`config.mk`:
```
export PLATFORM = sky130hd
export DESIGN_NAME = ide_xfer_ctrl
export DESIGN_NICKNAME = d
export VERILOG_FILES = /design/src/rtl/ide_pkg.sv /design/src/rtl/ide_bus_access.sv /design/src/rtl/ide_xfer_ctrl.sv
export SDC_FILE = /design/constraint.sdc
export NUM_CORES = 1
export LEC_CHECK = 0
export CORE_MARGIN = 8
export CORE_UTILIZATION = 50
export CTS_BUF_LIST = sky130_fd_sc_hd__clkbuf_4 sky130_fd_sc_hd__clkbuf_8 sky130_fd_sc_hd__clkbuf_16
export CTS_CLUSTER_SIZE = 14
export DETAILED_ROUTE_END_ITERATION = 10
export PLACE_DENSITY = 0.75
export SETUP_SLACK_MARGIN = 0.4
export SLEW_MARGIN = 20
export SYNTH_ARGS = -nofsm -noshare
export SYNTH_HDL_FRONTEND = slang
export SYNTH_HIERARCHICAL = 1
export SYNTH_SLANG_ARGS = --single-unit
```
`constraint.sdc`:
```
create_clock -name clk -period 4.4 [get_ports clk]
set_input_delay 0.88 -clock clk [delete_from_list [all_inputs] [get_ports clk]]
set_output_delay 0.88 -clock clk [all_outputs]
set_load 0.02 [all_outputs]
```
`src/rtl/ide_pkg.sv`:
```
// ide_pkg: shared constants and types for the IDE sector-transfer controller.
//   - ide register indices, command bytes, status bit positions
//   - controller and bus-access state enums, debug struct
//   - taskfile_byte(): data byte for each of the five task-file writes
package ide_pkg;

    localparam logic [2:0] REG_DATA       = 3'd0;
    localparam logic [2:0] REG_ERR        = 3'd1;
    localparam logic [2:0] REG_SECCNT     = 3'd2;
    localparam logic [2:0] REG_LBA0       = 3'd3;
    localparam logic [2:0] REG_LBA1       = 3'd4;
    localparam logic [2:0] REG_LBA2       = 3'd5;
    localparam logic [2:0] REG_DRVHEAD    = 3'd6;
    localparam logic [2:0] REG_CMD_STATUS = 3'd7;

    localparam logic [7:0] CMD_READ    = 8'h20;
    localparam logic [7:0] CMD_WRITE   = 8'h30;
    localparam logic [7:0] SECCNT_ONE  = 8'h01;
    localparam logic [7:0] DRVHEAD_LBA = 8'hE0;

    localparam int ST_BSY = 7;
    localparam int ST_DRQ = 3;
    localparam int ST_ERR = 0;

    typedef enum logic [2:0] {
        S_IDLE, S_TASKFILE, S_CMD, S_POLL, S_XFER, S_DONE, S_ERROR
    } ide_state_e;

    typedef enum logic [1:0] {
        B_IDLE, B_SETUP, B_STROBE, B_HOLD
    } bus_state_e;

    typedef struct packed {
        ide_state_e ctrl;
        bus_state_e bus;
    } ide_dbg_t;

    // Task-file write idx (0..4) targets register REG_SECCNT + idx.
    function automatic logic [7:0] taskfile_byte(input logic [2:0] idx, input logic [23:0] lba);
        case (idx)
            3'd0:    return SECCNT_ONE;
            3'd1:    return lba[7:0];
            3'd2:    return lba[15:8];
            3'd3:    return lba[23:16];
            default: return DRVHEAD_LBA;
        endcase
    endfunction

endpackage

```
`src/rtl/ide_bus_access.sv`:
```
// ide_bus_access: performs one ide register read or write.
//   start/is_write/addr : request, taken only while the bus is idle
//   wdata               : write data, followed live for the whole access
//   ide_*               : ide register bus (active-low ce/oe/we)
//   rdata               : byte captured on the last strobe cycle
//   done                : one-cycle pulse during HOLD
//   dbg_state           : current access phase
// Handshake: start is a single-cycle pulse issued while the bus is idle; done
// pulses in HOLD so the caller can issue the next start in the following
// cycle, which leaves exactly one ce_n-high cycle between accesses.
module ide_bus_access
    import ide_pkg::*;
#(
    parameter int STROBE_CYCLES = 2
) (
    input  logic       clk,
    input  logic       arst,
    input  logic       start,
    input  logic       is_write,
    input  logic [2:0] addr,
    input  logic [7:0] wdata,
    input  logic [7:0] ide_data_in,
    output logic       ide_ce_n,
    output logic       ide_oe_n,
    output logic       ide_we_n,
    output logic [2:0] ide_address,
    output logic [7:0] ide_data_out,
    output logic [7:0] rdata,
    output logic       done,
    output bus_state_e dbg_state
);

    localparam int CW = (STROBE_CYCLES > 1) ? $clog2(STROBE_CYCLES) : 1;
    localparam logic [CW-1:0] STROBE_LAST = CW'(STROBE_CYCLES - 1);

    bus_state_e    state_q, state_d;
    logic          ce_n_q, ce_n_d;
    logic          oe_n_q, oe_n_d;
    logic          we_n_q, we_n_d;
    logic [2:0]    addr_q, addr_d;
    logic          write_q, write_d;
    logic [7:0]    rdata_q, rdata_d;
    logic          done_q, done_d;
    logic [CW-1:0] cnt_q, cnt_d;

    always_comb begin
        state_d = state_q;
        ce_n_d  = ce_n_q;
        oe_n_d  = oe_n_q;
        we_n_d  = we_n_q;
        addr_d  = addr_q;
        write_d = write_q;
        rdata_d = rdata_q;
        done_d  = 1'b0;
        cnt_d   = cnt_q;
        case (state_q)
            B_IDLE: begin
                if (start) begin
                    state_d = B_SETUP;
                    ce_n_d  = 1'b0;
                    addr_d  = addr;
                    write_d = is_write;
                    cnt_d   = '0;
                end
            end
            B_SETUP: begin
                state_d = B_STROBE;
                oe_n_d  = write_q;
                we_n_d  = ~write_q;
            end
            B_STROBE: begin
                if (cnt_q == STROBE_LAST) begin
                    if (!write_q) begin
                        rdata_d = ide_data_in;
                    end
                    oe_n_d  = 1'b1;
                    we_n_d  = 1'b1;
                    done_d  = 1'b1;
                    state_d = B_HOLD;
                end else begin
                    cnt_d = cnt_q + CW'(1);
                end
            end
            B_HOLD: begin
                ce_n_d  = 1'b1;
                state_d = B_IDLE;
            end
            default: state_d = B_IDLE;
        endcase
    end

    always_ff @(posedge clk) begin
        if (arst) begin
            state_q <= B_IDLE;
            ce_n_q  <= 1'b1;
            oe_n_q  <= 1'b1;
            we_n_q  <= 1'b1;
            addr_q  <= 3'd0;
            write_q <= 1'b0;
            rdata_q <= 8'h00;
            done_q  <= 1'b0;
            cnt_q   <= '0;
        end else begin
            state_q <= state_d;
            ce_n_q  <= ce_n_d;
            oe_n_q  <= oe_n_d;
            we_n_q  <= we_n_d;
            addr_q  <= addr_d;
            write_q <= write_d;
            rdata_q <= rdata_d;
            done_q  <= done_d;
            cnt_q   <= cnt_d;
        end
    end

    assign ide_ce_n     = ce_n_q;
    assign ide_oe_n     = oe_n_q;
    assign ide_we_n     = we_n_q;
    assign ide_address  = addr_q;
    // wdata is followed live so buffer data arriving in SETUP reaches the bus.
    assign ide_data_out = (state_q != B_IDLE && write_q) ? wdata : 8'h00;
    assign rdata        = rdata_q;
    assign done         = done_q;
    assign dbg_state    = state_q;

endmodule

```
`src/rtl/ide_xfer_ctrl.sv`:
```
// ide_xfer_ctrl: programs the ide task file, issues a read/write sector
// command, polls status and moves one sector between ide reg0 and a local
// byte buffer.
//   req_valid/req_ready/req_write/req_lba : request port
//   buf_addr/buf_we/buf_wdata/buf_rdata   : local buffer (1-cycle read latency)
//   ide_*                                 : ide register bus
//   busy/done/error/last_status           : status
//   dbg                                   : controller and bus-access states
// Handshake: a request is taken on a rising edge where req_valid && req_ready;
// req_ready is high only in IDLE, so requests during a transfer are ignored.
module ide_xfer_ctrl
    import ide_pkg::*;
#(
    parameter int STROBE_CYCLES = 2,
    parameter int POLL_TIMEOUT  = 1024,
    parameter int SECTOR_BYTES  = 512
) (
    input  logic        clk,
    input  logic        arst,
    input  logic        req_valid,
    output logic        req_ready,
    input  logic        req_write,
    input  logic [23:0] req_lba,
    output logic [8:0]  buf_addr,
    output logic        buf_we,
    output logic [7:0]  buf_wdata,
    input  logic [7:0]  buf_rdata,
    output logic        ide_ce_n,
    output logic        ide_oe_n,
    output logic        ide_we_n,
    output logic [2:0]  ide_address,
    output logic [7:0]  ide_data_out,
    input  logic [7:0]  ide_data_in,
    output logic        busy,
    output logic        done,
    output logic        error,
    output logic [7:0]  last_status,
    output ide_dbg_t    dbg
);

    localparam int PW = $clog2(POLL_TIMEOUT) + 1;
    localparam logic [PW-1:0] POLL_LAST = PW'(POLL_TIMEOUT - 1);
    localparam logic [8:0]    BYTE_LAST = 9'(SECTOR_BYTES - 1);

    ide_state_e    state_q, state_d;
    logic [23:0]   lba_q, lba_d;
    logic          write_q, write_d;
    logic [2:0]    tf_idx_q, tf_idx_d;
    logic [PW-1:0] poll_cnt_q, poll_cnt_d;
    logic [8:0]    byte_cnt_q, byte_cnt_d;
    logic          start_q, start_d;
    logic          acc_write_q, acc_write_d;
    logic [2:0]    acc_addr_q, acc_addr_d;
    logic [7:0]    acc_data_q, acc_data_d;
    logic          busy_q, busy_d;
    logic          done_q, done_d;
    logic          error_q, error_d;
    logic [7:0]    status_q, status_d;

    logic          acc_done;
    logic [7:0]    acc_rdata;
    logic [7:0]    acc_wdata;
    bus_state_e    bus_state;

    // Sector writes take data straight from the buffer read port.
    assign acc_wdata = (state_q == S_XFER) ? buf_rdata : acc_data_q;

    ide_bus_access #(.STROBE_CYCLES(STROBE_CYCLES)) u_bus (
        .clk          (clk),
        .arst         (arst),
        .start        (start_q),
        .is_write     (acc_write_q),
        .addr         (acc_addr_q),
        .wdata        (acc_wdata),
        .ide_data_in  (ide_data_in),
        .ide_ce_n     (ide_ce_n),
        .ide_oe_n     (ide_oe_n),
        .ide_we_n     (ide_we_n),
        .ide_address  (ide_address),
        .ide_data_out (ide_data_out),
        .rdata        (acc_rdata),
        .done         (acc_done),
        .dbg_state    (bus_state)
    );

    always_comb begin
        state_d     = state_q;
        lba_d       = lba_q;
        write_d     = write_q;
        tf_idx_d    = tf_idx_q;
        poll_cnt_d  = poll_cnt_q;
        byte_cnt_d  = byte_cnt_q;
        start_d     = 1'b0;
        acc_write_d = acc_write_q;
        acc_addr_d  = acc_addr_q;
        acc_data_d  = acc_data_q;
        busy_d      = busy_q;
        done_d      = 1'b0;
        error_d     = error_q;
        status_d    = status_q;
        case (state_q)
            S_IDLE: begin
                if (req_valid) begin
                    lba_d       = req_lba;
                    write_d     = req_write;
                    error_d     = 1'b0;
                    busy_d      = 1'b1;
                    tf_idx_d    = 3'd0;
                    start_d     = 1'b1;
                    acc_write_d = 1'b1;
                    acc_addr_d  = REG_SECCNT;
                    acc_data_d  = taskfile_byte(3'd0, req_lba);
                    state_d     = S_TASKFILE;
                end
            end
            S_TASKFILE: begin
                if (acc_done) begin
                    start_d     = 1'b1;
                    acc_write_d = 1'b1;
                    if (tf_idx_q == 3'd4) begin
                        acc_addr_d = REG_CMD_STATUS;
                        acc_data_d = write_q ? CMD_WRITE : CMD_READ;
                        state_d    = S_CMD;
                    end else begin
                        // Next write idx+1 lands on register idx+3.
                        tf_idx_d   = tf_idx_q + 3'd1;
                        acc_addr_d = tf_idx_q + 3'd3;
                        acc_data_d = taskfile_byte(tf_idx_q + 3'd1, lba_q);
                    end
                end
            end
            S_CMD: begin
                if (acc_done) begin
                    poll_cnt_d  = '0;
                    start_d     = 1'b1;
                    acc_write_d = 1'b0;
                    acc_addr_d  = REG_CMD_STATUS;
                    state_d     = S_POLL;
                end
            end
            S_POLL: begin
                if (acc_done) begin
                    status_d = acc_rdata;
                    if (acc_rdata[ST_ERR]) begin
                        error_d = 1'b1;
                        state_d = S_ERROR;
                    end else if (!acc_rdata[ST_BSY] && acc_rdata[ST_DRQ]) begin
                        byte_cnt_d  = 9'd0;
                        start_d     = 1'b1;
                        acc_write_d = write_q;
                        acc_addr_d  = REG_DATA;
                        state_d     = S_XFER;
                    end else if (poll_cnt_q == POLL_LAST) begin
                        error_d = 1'b1;
                        state_d = S_ERROR;
                    end else begin
                        poll_cnt_d = poll_cnt_q + PW'(1);
                        start_d    = 1'b1;
                    end
                end
            end
            S_XFER: begin
                if (acc_done) begin
                    if (byte_cnt_q == BYTE_LAST) begin
                        done_d  = 1'b1;
                        state_d = S_DONE;
                    end else begin
                        byte_cnt_d = byte_cnt_q + 9'd1;
                        start_d    = 1'b1;
                    end
                end
            end
            S_DONE, S_ERROR: begin
                busy_d  = 1'b0;
                state_d = S_IDLE;
            end
            default: state_d = S_IDLE;
        endcase
    end

    always_ff @(posedge clk) begin
        if (arst) begin
            state_q     <= S_IDLE;
            lba_q       <= 24'd0;
            write_q     <= 1'b0;
            tf_idx_q    <= 3'd0;
            poll_cnt_q  <= '0;
            byte_cnt_q  <= 9'd0;
            start_q     <= 1'b0;
            acc_write_q <= 1'b0;
            acc_addr_q  <= 3'd0;
            acc_data_q  <= 8'h00;
            busy_q      <= 1'b0;
            done_q      <= 1'b0;
            error_q     <= 1'b0;
            status_q    <= 8'h00;
        end else begin
            state_q     <= state_d;
            lba_q       <= lba_d;
            write_q     <= write_d;
            tf_idx_q    <= tf_idx_d;
            poll_cnt_q  <= poll_cnt_d;
            byte_cnt_q  <= byte_cnt_d;
            start_q     <= start_d;
            acc_write_q <= acc_write_d;
            acc_addr_q  <= acc_addr_d;
            acc_data_q  <= acc_data_d;
            busy_q      <= busy_d;
            done_q      <= done_d;
            error_q     <= error_d;
            status_q    <= status_d;
        end
    end

    assign req_ready   = (state_q == S_IDLE);
    assign buf_addr    = byte_cnt_q;
    // Read bytes land in the buffer during the HOLD cycle of each reg0 read.
    assign buf_we      = (state_q == S_XFER) && !write_q && acc_done;
    assign buf_wdata   = acc_rdata;
    assign busy        = busy_q;
    assign done        = done_q;
    assign error       = error_q;
    assign last_status = status_q;
    assign dbg.ctrl    = state_q;
    assign dbg.bus     = bus_state;

endmodule

```
==> results of run 1 <==
worst paths after layout:
path	startpoint	end
worst max-delay path	state_q[0]	ide_data_out[7]
worst min register to register	last_status[5]	last_status[5]
worst max register to register	state_q[0]	state_q[0]
worst min-delay path	last_status[5]	last_status[5]
area by class of cell:
cell class,count,area (um^2)
Fill cell,783,3100
Multi-Input combinational cell,437,2490
Sequential cell,94,1880
Timing Repair Buffer,95,938
Clock buffer,11,145
Tap cell,108,135
Clock inverter,5,35.0
Inverter,9,33.8
placed cells by master, fill, tap and decap left out, drive strengths merged, types with 3 or more instances in the layout:
cell type / synthesis / layout
a21boi: 3 / 3
a21o: 4 / 4
a21oi: 76 / 76
a222oi: 7 / 7
and2: 13 / 13
and3: 3 / 3
and4: 4 / 4
buf: 13 / 4
clkbuf: 18 / 11
clkdlybuf4s50: 0 / 91
clkinv: 0 / 4
dfxtp: 94 / 94
ha: 14 / 14
inv: 9 / 9
mux2i: 9 / 9
nand2: 145 / 145
nand2b: 14 / 14
nand3: 18 / 18
nand3b: 3 / 3
nand4: 7 / 7
nor2: 17 / 17
nor2b: 5 / 5
nor3: 13 / 13
nor3b: 3 / 3
nor4: 4 / 4
o21ai: 15 / 15
o2bb2ai: 3 / 3
o31ai: 7 / 7
or3: 4 / 4
or4: 7 / 7
kinds of logic (layout without fill, tap and decap cells):
| kind of cell | count (synthesis) | count (layout) |
|---|---|---|
| and+or+nand+nor | 272 | 272 |
| AOI/OAI and AO/OA | 140 | 140 |
| DFF | 94 | 94 |
| buffers and inverters | 40 | 120 |
| adders and majority gates | 14 | 14 |
| muxes | 11 | 11 |
worst max-delay path, cell delays in order (launching register included):
cell and delay (ns):
dfxtp_1 0.82, or3b_1 0.48, nand2_1 0.09, nand2_1 0.08, and2_1 0.12, clkdlybuf4s50_1 0.60
state kept, by name, indices dropped and copies added, names as in the netlist:
name / count
busy: 1
u_bus/ide_ce_n: 1
state_q: 3
u_bus/done: 1
u_bus/ide_address: 3
poll_cnt_q: 11
start_q: 1
write_q: 1
u_bus/ide_oe_n: 1
acc_addr_q: 3
done: 1
tf_idx_q: 3
u_bus/rdata: 8
acc_write_q: 1
last_status: 8
u_bus/cnt_q: 1
acc_data_q: 8
error: 1
lba_q: 24
u_bus/dbg_state: 2
buf_addr: 9
u_bus/write_q: 1
u_bus/ide_we_n: 1
per-stage QoR:
stage          instance area, um^2  total power, uW  worst slack, ns
2_1_floorplan                 4540             1310             1.91
6_report                      5660             1990            0.963
3_5_place_dp                  5480             1480             1.25
4_1_cts                       5660             2000            0.930
3_3_place_gp                  5480             1460             1.31
5_1_grt                       5660             2090            0.762
power by group through the flow:
stage	clock (uW)	combinational (uW)	sequential, uW
floorplan	0	302	1000
global placement	0	454	1010
detailed placement	0	462	1010
CTS	544	465	995
global route	572	511	1010
finish	533	462	997
metal layers:
| metal | vias to the layer above | wire length, um | part of all wire | global-route usage |
|---|---|---|---|---|
| met4 | 0 | 208 | 0.017 | 0.0711 |
| met5 | - | 0 | 0 | 0 |
| met2 | 140 | 5700 | 0.46 | 0.299 |
| li1 | 2175 | - | - | - |
| met1 | 2059 | 5620 | 0.45 | 0.255 |
| met3 | 18 | 973 | 0.078 | 0.0563 |
==> metrics, run 1 <==
count of final hold-check violations=0; Clock Power Share=0.268; fraction of registers with async set/reset=0; Antenna Violating Nets Remaining=0; number of antenna diodes=0; sequential power share=0.500; total internal power=1350 uW; Max Slew Vio Count=0; Top Ports=93; Fin Setup TNS=0 ns; vias per std cell=5.79; status=completed; initial antenna violation count=0; Synth Flop Type=dfxtp_1; CTS tree=yes; Avg WL per Cell=16.5 um; Final HPWL DP=between 9000 and 10000 um; clk_skew=between 0.008 and 0.009 ns; CP Class=flip-flop to output pin; Seq cells post-synth=94; # rows=34; count leader, synth=nand2_1; clock sink count=between 90 and 100; combinational share of power=0.232; post-synthesis cell count=around 570; largest family of logic cells by synthesized area=simple AND/OR/NAND/NOR gates; multiplexer area fraction after synthesis=0.0248; Residual DRC=0; maximum vdd drop=roughly 0.20 mV; r2r setup slk=1.85 ns; sequential area share after synthesis=0.414; Post-CTS Setup Inserts=0; DRT Wirelength=12500 um; Pleak=0.00201 uW; post-route insts no fill=759; Compound-Gate Fraction of Synth Area=0.195; Clock transition at path regs=0.09 ns; measured slew at the worst slew-check pin=~0.97 ns; fmax=291 MHz; Max-Cap Viols=0; crit path max fanout=24; number of global-route vias before repair=roughly 4100; WHS=about 0.46 ns; Pre-antenna DRT Iters=6; global placer's final weighted congestion=0.899; pin count of the biggest net entering global routing=52; die area=12400 um^2; Post-Synth Simple-Gate Area=0.290; CP startpoint kind=flip-flop; Arrival @ worst endpoint=approximately 2.6 ns; Max clock buf depth=2; Critical Path RT=3.52 ns; P_sw=644 uW; via count=4392; count of cell types in the netlist=between 60 and 70; Synth Area in XOR/XNOR=0; cell area power density=352 nW/um^2; crit path capture type=output pin; period utilization=0.781; Hold WC Path Type=flip-flop to flip-flop; total track usage=0.196; initial DRC count=roughly 250; Worst slew margin=0.354; Die X=111 um; Num CTS Buffers=9; Core Footprint=8760 um^2; Final min period=approximately 3.4 ns; total global routing overflow=0; Post-synth top cells=145 x nand2_1, 94 x dfxtp_1, 76 x a21oi_1; Synth area leader=dfxtp_1; first-pass GRT wire length=20500 um; adder-cell share of the synthesized area=0.0386; Nets=704; syn avg cell area=around 8.0 um^2; synthesized area=about 4500 um^2; area growth from synthesis to layout=24.7%; syn nets=between 600 and 700; CTS Hold Bufs=0; initial core utilization=0.518; final setup violation count=0; switch share=0.323; Area contributors post-synth=dfxtp_1 41%, nand2_1 12%, a21oi_1 8.4%; share of layout cells above drive strength 1=0.0461; r2r worst-path depth=4; clock root buffer=clkbuf_8; Post-synth EDFFs=0; IO Port Bufs=92; Ys Warns=6; post-cts resize count=0; DP Cell Count=743; area fraction of the dominant cell type after synthesis=0.414; clk_lat worst skew=roughly 0.36 ns; Die H=approximately 110 um; RSZ-0062 raised after global routing=false; CTS H-tree lvls=3; cell count of the worst hold path=2; final core utilization=0.646
No activity file was read; power rests on OpenSTA's default activity.
==> run 2: changes to the inputs <==
CORE_UTILIZATION = 46   (was 50)
PLACE_DENSITY = 0.73   (was 0.75)
clock period = 2.8 ns   (was 4.4 ns; I/O delays follow)
==> run 2 against run 1 <==
Count of clock-buffer cells in the layout rose by 1; highest routed layer unchanged; largest cell class unchanged; critical path type unchanged; global-route usage fell by 0.37 points; critical path depth increased by 1; die area increased by 7.4%; non-clock buffer count is 8 higher; clock power up 55%; largest power group unchanged; sequential power increased by 53%; register-to-register slack worse by 1.2 ns; clock skew grew 0.0028 ns; cell count rose by 4.2%.
==> metrics, run 2 (synthesis gave the netlist of run 1 again) <==
CTS tree=yes; Worst slew margin=0.530; Num CTS Buffers=9; slowest stage delay, CP=around 0.37 ns; CTS Hold Bufs=0; Power Total=3150 uW; Nets=712; Die H=115 um; Core Footprint=9680 um^2; WHS=between 0.4 and 0.5 ns; initial core utilization=0.469; clk_skew=between 0.01 and 0.015 ns; Top Ports=93; max reg flops=24; Final HPWL DP=9050 um; worst-path cell chain=inv_1, ha_2, nor2b_1, buf_4, and2_1, clkdlybuf4s15_1; total track usage=0.192; initial antenna violation count=0; Avg WL per Cell=15.7 um; die area=13300 um^2; total global routing overflow=0; clk_lat worst skew=0.37 ns; commonest non-fill, non-tap cell in the layout=nand2_1; Slowest-stage cell, CP=dfxtp_2; RSZ-0062 raised after global routing=true; fmax=about 420 MHz; CP startpoint kind=flip-flop; commonest non-fill, non-tap cells in the layout=145 x nand2_1, 92 x dfxtp_1, 81 x clkdlybuf4s50_1; Max clock buf depth=2; IO Port Bufs=92; vias per std cell=5.54; period utilization=0.842; measured slew at the worst slew-check pin=0.703 ns; Fin Setup TNS=0 ns; delay-heaviest family, CP=buffers and inverters; Antenna Violating Nets Remaining=0; share of layout cells above drive strength 1=0.0760; Hold Startpoint=acc_data_q[6]; r2r setup slk=0.70 ns; status=completed; number of antenna diodes=0; cell count of the worst hold path=2; global placer's final weighted congestion=a little under 0.9; Critical Path RT=2.24 ns; r2r worst-path depth=6; area growth from synthesis to layout=26.2%; first-pass GRT wire length=around 21000 um; Hold WC Path Type=flip-flop to flip-flop; Die X=115 um; # rows=36; CP Class=flip-flop to output pin; Largest Register=lba_q; RR Startpoint=tf_idx_q[0]; Placement Cell Area=5570 um^2; Final min period=2.36 ns; initial DRC count=about 380; CTS H-tree lvls=3; Hold EP=acc_data_q[6]; Arrival @ worst endpoint=~1.8 ns; final setup violation count=0; final instance area=about 5700 um^2; clock root buffer=clkbuf_8; via count=~4400; maximum vdd drop=0.269 mV; Clock transition at path regs=0.08 ns; Max Slew Vio Count=0; crit path max fanout=8; DRT Wirelength=12400 um; cell area power density=549 nW/um^2; crit path buf inv count=3; Residual DRC=0; Max-Cap Viols=0; count of final hold-check violations=0; Pre-antenna DRT Iters=5; clock sink count=94; Pleak=0.00207 uW; RR Endpoint=acc_data_q[0]; number of global-route vias before repair=4286; pin count of the biggest net entering global routing=58; crit path capture type=output pin
run 2: metrics by stage:
| step | cells | setup slack [ns] | util |
|---|---|---|---|
| 5_1_grt | 791 | 0.359 | 0.592 |
| 3_3_place_gp | 775 | 0.406 | 0.575 |
| 6_report | 791 | 0.442 | 0.592 |
| 2_1_floorplan | 571 | 0.631 | - |
| 3_5_place_dp | 775 | 0.355 | 0.575 |
| 4_1_cts | 791 | 0.388 | 0.594 |
run 2: cell type report:
type / count / area [um^2]
Fill cell: 919 / 3950
Tap cell: 133 / 166
Clock buffer: 12 / 153
Timing Repair Buffer: 103 / 967
Inverter: 9 / 33.8
Multi-Input combinational cell: 437 / 2500
Sequential cell: 94 / 1890
Clock inverter: 3 / 21.3
run 2: worst min-delay path: cells and delay by family, from the launching register on:
family	cells	cell delay, ns
AO/OA/AOI/OAI	1	0.05
flip-flops	1	0.32
AND/OR/NAND/NOR	1	0.05
run 2: timing repair:
action	in CTS	in global routing
endpoints found under the setup margin	10	8
gates resized for setup	24	10
setup buffers	1	0
cloned	0	0
run 2: how the worst max path moves through the flow:
stage          slack (ns)               to                from  cells after the start
2_1_floorplan        0.63           buf_we          state_q[2]                      5
6_report             0.44  ide_data_out[3]  u_bus/dbg_state[0]                      6
5_1_grt              0.36  ide_data_out[3]  u_bus/dbg_state[0]                      6
3_3_place_gp         0.41  ide_data_out[5]        buf_rdata[5]                      5
4_1_cts              0.39  ide_data_out[3]  u_bus/dbg_state[1]                      6
3_5_place_dp         0.36  ide_data_out[3]          state_q[0]                      6
run 2: power by group:
part	internal, uW	leakage, uW	switching [uW]
Clock	363	0.0000893	461
Combinational	335	0.00121	459
Sequential	1450	0.000764	79.6
run 2: metal layers:
| metal | GRT usage | routed length (um) | vias up | part of all wire |
|---|---|---|---|---|
| li1 | - | - | 2186 | - |
| met3 | 0.0546 | 827 | 14 | 0.067 |
| met2 | 0.319 | 6020 | 115 | 0.49 |
| met5 | 0 | 0 | - | 0 |
| met1 | 0.233 | 5350 | 2071 | 0.43 |
| met4 | 0.0665 | 194 | 0 | 0.016 |
==> run 3: changes to the inputs <==
clock period = 1.95 ns   (was 2.8 ns; I/O delays follow)
==> run 3 against run 2 <==
The flow now finishes with violations (setup timing); highest routed layer unchanged; combinational power is 89% higher; largest power group unchanged; critical path type is now flip-flop to flip-flop; first-iteration DRC count up 27%; design area up 20%.
==> metrics, run 3 (synthesis gave the netlist of run 1 again) <==
clock root buffer=clkbuf_8; RR Endpoint=buf_addr[0]; total internal power=3210 uW; area of the multi-input gates=3070 um^2; final instance area=between 6000 and 7000 um^2; # rows=36; sequential power share=0.444; IO Port Bufs=92; maximum vdd drop=0.525 mV; crit path buf inv count=2; die area=13300 um^2; Critical Path RT=2.24 ns; Core Footprint=9680 um^2; status=finished with violations; switch share=0.345; crit path capture type=flip-flop; Arrival @ worst endpoint=2.27 ns; commonest non-fill, non-tap cell in the layout=nand2_1; Pre-antenna DRT Iters=6; violated checks=setup timing; Fill cells=around 740; Hold WC Path Type=input pin to flip-flop; total track usage=0.209; count of final hold-check violations=0; Worst Setup SP=state_q[2]; register area=1940 um^2; worst setup margin=-0.0227 ns; Num CTS Buffers=9; period utilization=1.01; Power Total=between 4000 and 5000 uW; number of antenna diodes=0; Hold Startpoint=arst; Avg WL per Cell=17.8 um; CP endpoint=buf_addr[0]; clk_lat worst skew=0.36 ns; Clock transition at path regs=0.10 ns; fmax=507 MHz; total global routing overflow=0; CTS tree=yes; crit path max fanout=12; Max Slew Vio Count=0; Max-Cap Viols=0; Final min period=1.97 ns; cell area power density=712 nW/um^2; combinational share of power=0.305; vias per std cell=5.73; r2r setup slk=-0.02 ns; clk_skew=0.0106 ns; number of global-route vias before repair=~4700; RSZ-0062 raised after global routing=true; initial antenna violation count=0; global placer's final weighted congestion=around 0.83; Worst slew margin=0.508; Residual DRC=0; slowest stage delay, CP=0.43 ns; Top Ports=93; critical path depth in cells=6; max reg flops=24; Placement Cell Area=5920 um^2; Max clock buf depth=2; CP Class=flip-flop to flip-flop; share of layout cells above drive strength 1=0.327; initial DRC count=481; r2r worst-path depth=6; Pleak=about 0.0027 uW; commonest non-fill, non-tap cells in the layout=124 x nand2_1, 77 x dfxtp_1, 63 x a21oi_1; P_sw=between 1500 and 2000 uW; Largest Register=lba_q; clock sink count=94; via count=4843; Slowest-stage cell, CP=or4_4; measured slew at the worst slew-check pin=0.737 ns; Nets=766; Die H=roughly 120 um; final setup violation count=7; Final HPWL DP=9690 um; Die X=115 um; worst-path cell chain=buf_4, buf_12, nand3b_1, o32a_4, or4_4, a21oi_2; initial core utilization=0.469; first-pass GRT wire length=22700 um; pin count of the biggest net entering global routing=33; CTS H-tree lvls=3; delay-heaviest family, CP=simple AND/OR/NAND/NOR gates; Antenna Violating Nets Remaining=0; RR Startpoint=state_q[2]; CP startpoint kind=flip-flop; DRT Wirelength=15100 um; area growth from synthesis to layout=51.7%; Clock Power Share=0.250
run 3: cell types whose count changed in the layout (fill, tap and decap cells not counted), moves of 18 or more:
cell / previous run / this run
buf_6: 0 / 18
nand2_2: 0 / 20
buf_4: 11 / 48
nand2_1: 145 / 124
clkdlybuf4s50_1: 81 / 42
dlygate4sd2_1: 2 / 31
run 3: timing repair:
item | CTS | global route
cloned | 2 | 0
endpoints found under the setup margin | 111 | 90
gates resized for setup | 179 | 74
endpoints found under the hold margin | 0 | 0
setup buffers | 20 | 7
pin swaps | 27 | 23
hold buffers | 0 | 0
run 3: worst min-delay path by stage:
| stage | cells after the start | end | slack [ns] |
|---|---|---|---|
| 3_3_place_gp | 2 | last_status[7] | 0.44 |
| 5_1_grt | 2 | buf_addr[0] | 0.42 |
| 2_1_floorplan | 1 | acc_data_q[1] | 0.43 |
| 6_report | 2 | buf_addr[0] | 0.40 |
| 4_1_cts | 2 | buf_addr[0] | 0.39 |
| 3_5_place_dp | 2 | lba_q[20] | 0.45 |
run 3: metrics by stage:
| stage | hold slack (ns) | TNS [ns] | util | instances | setup WS, ns |
|---|---|---|---|---|---|
| global route | 0.424 | -0.664 | 0.711 | 845 | -0.0836 |
| global placement | 0.444 | -0.825 | 0.612 | 801 | -0.104 |
| floorplan | 0.433 | 0 | - | 571 | 0.279 |
| finish | 0.400 | -0.0975 | 0.711 | 845 | -0.0227 |
| CTS | 0.394 | -0.0101 | 0.678 | 838 | -0.00525 |
| detailed placement | 0.446 | -1.19 | 0.612 | 801 | -0.143 |
run 3: layout make-up:
class                      instances  share of cell area
tap                              133              0.0242
clock inverter                     6             0.00763
inverter                           9             0.00618
timing repair buffer             156               0.217
sequential                        94               0.281
clock buffer                       9              0.0180
multi-input combinational        438               0.446
run 3: worst register-to-register path, delay by kind of cell, from the launching register on:
kind	cells	cell delay [ns]
AND/OR/NAND/NOR	2	0.69
AO/OA/AOI/OAI	2	0.55
buffers and inverters	2	0.30
flip-flops	1	0.38
run 3: power groups by stage:
stage / Clock (uW) / Combinational (uW) / Sequential, uW
global placement: 0 / 1260 / 2200
detailed placement: 0 / 1280 / 2210
CTS: 1250 / 1340 / 2170
global route: 1330 / 1610 / 2200
floorplan: 0 / 713 / 2260
finish: 1230 / 1500 / 2180
run 3: layer usage:
layer,vias up,wire length (um),share of wire,track usage
met3,27,962,0.064,0.0520
met4,0,338,0.022,0.0718
met1,2340,6150,0.41,0.251
li1,2304,-,-,-
met2,172,7610,0.51,0.356
met5,-,0,0,0
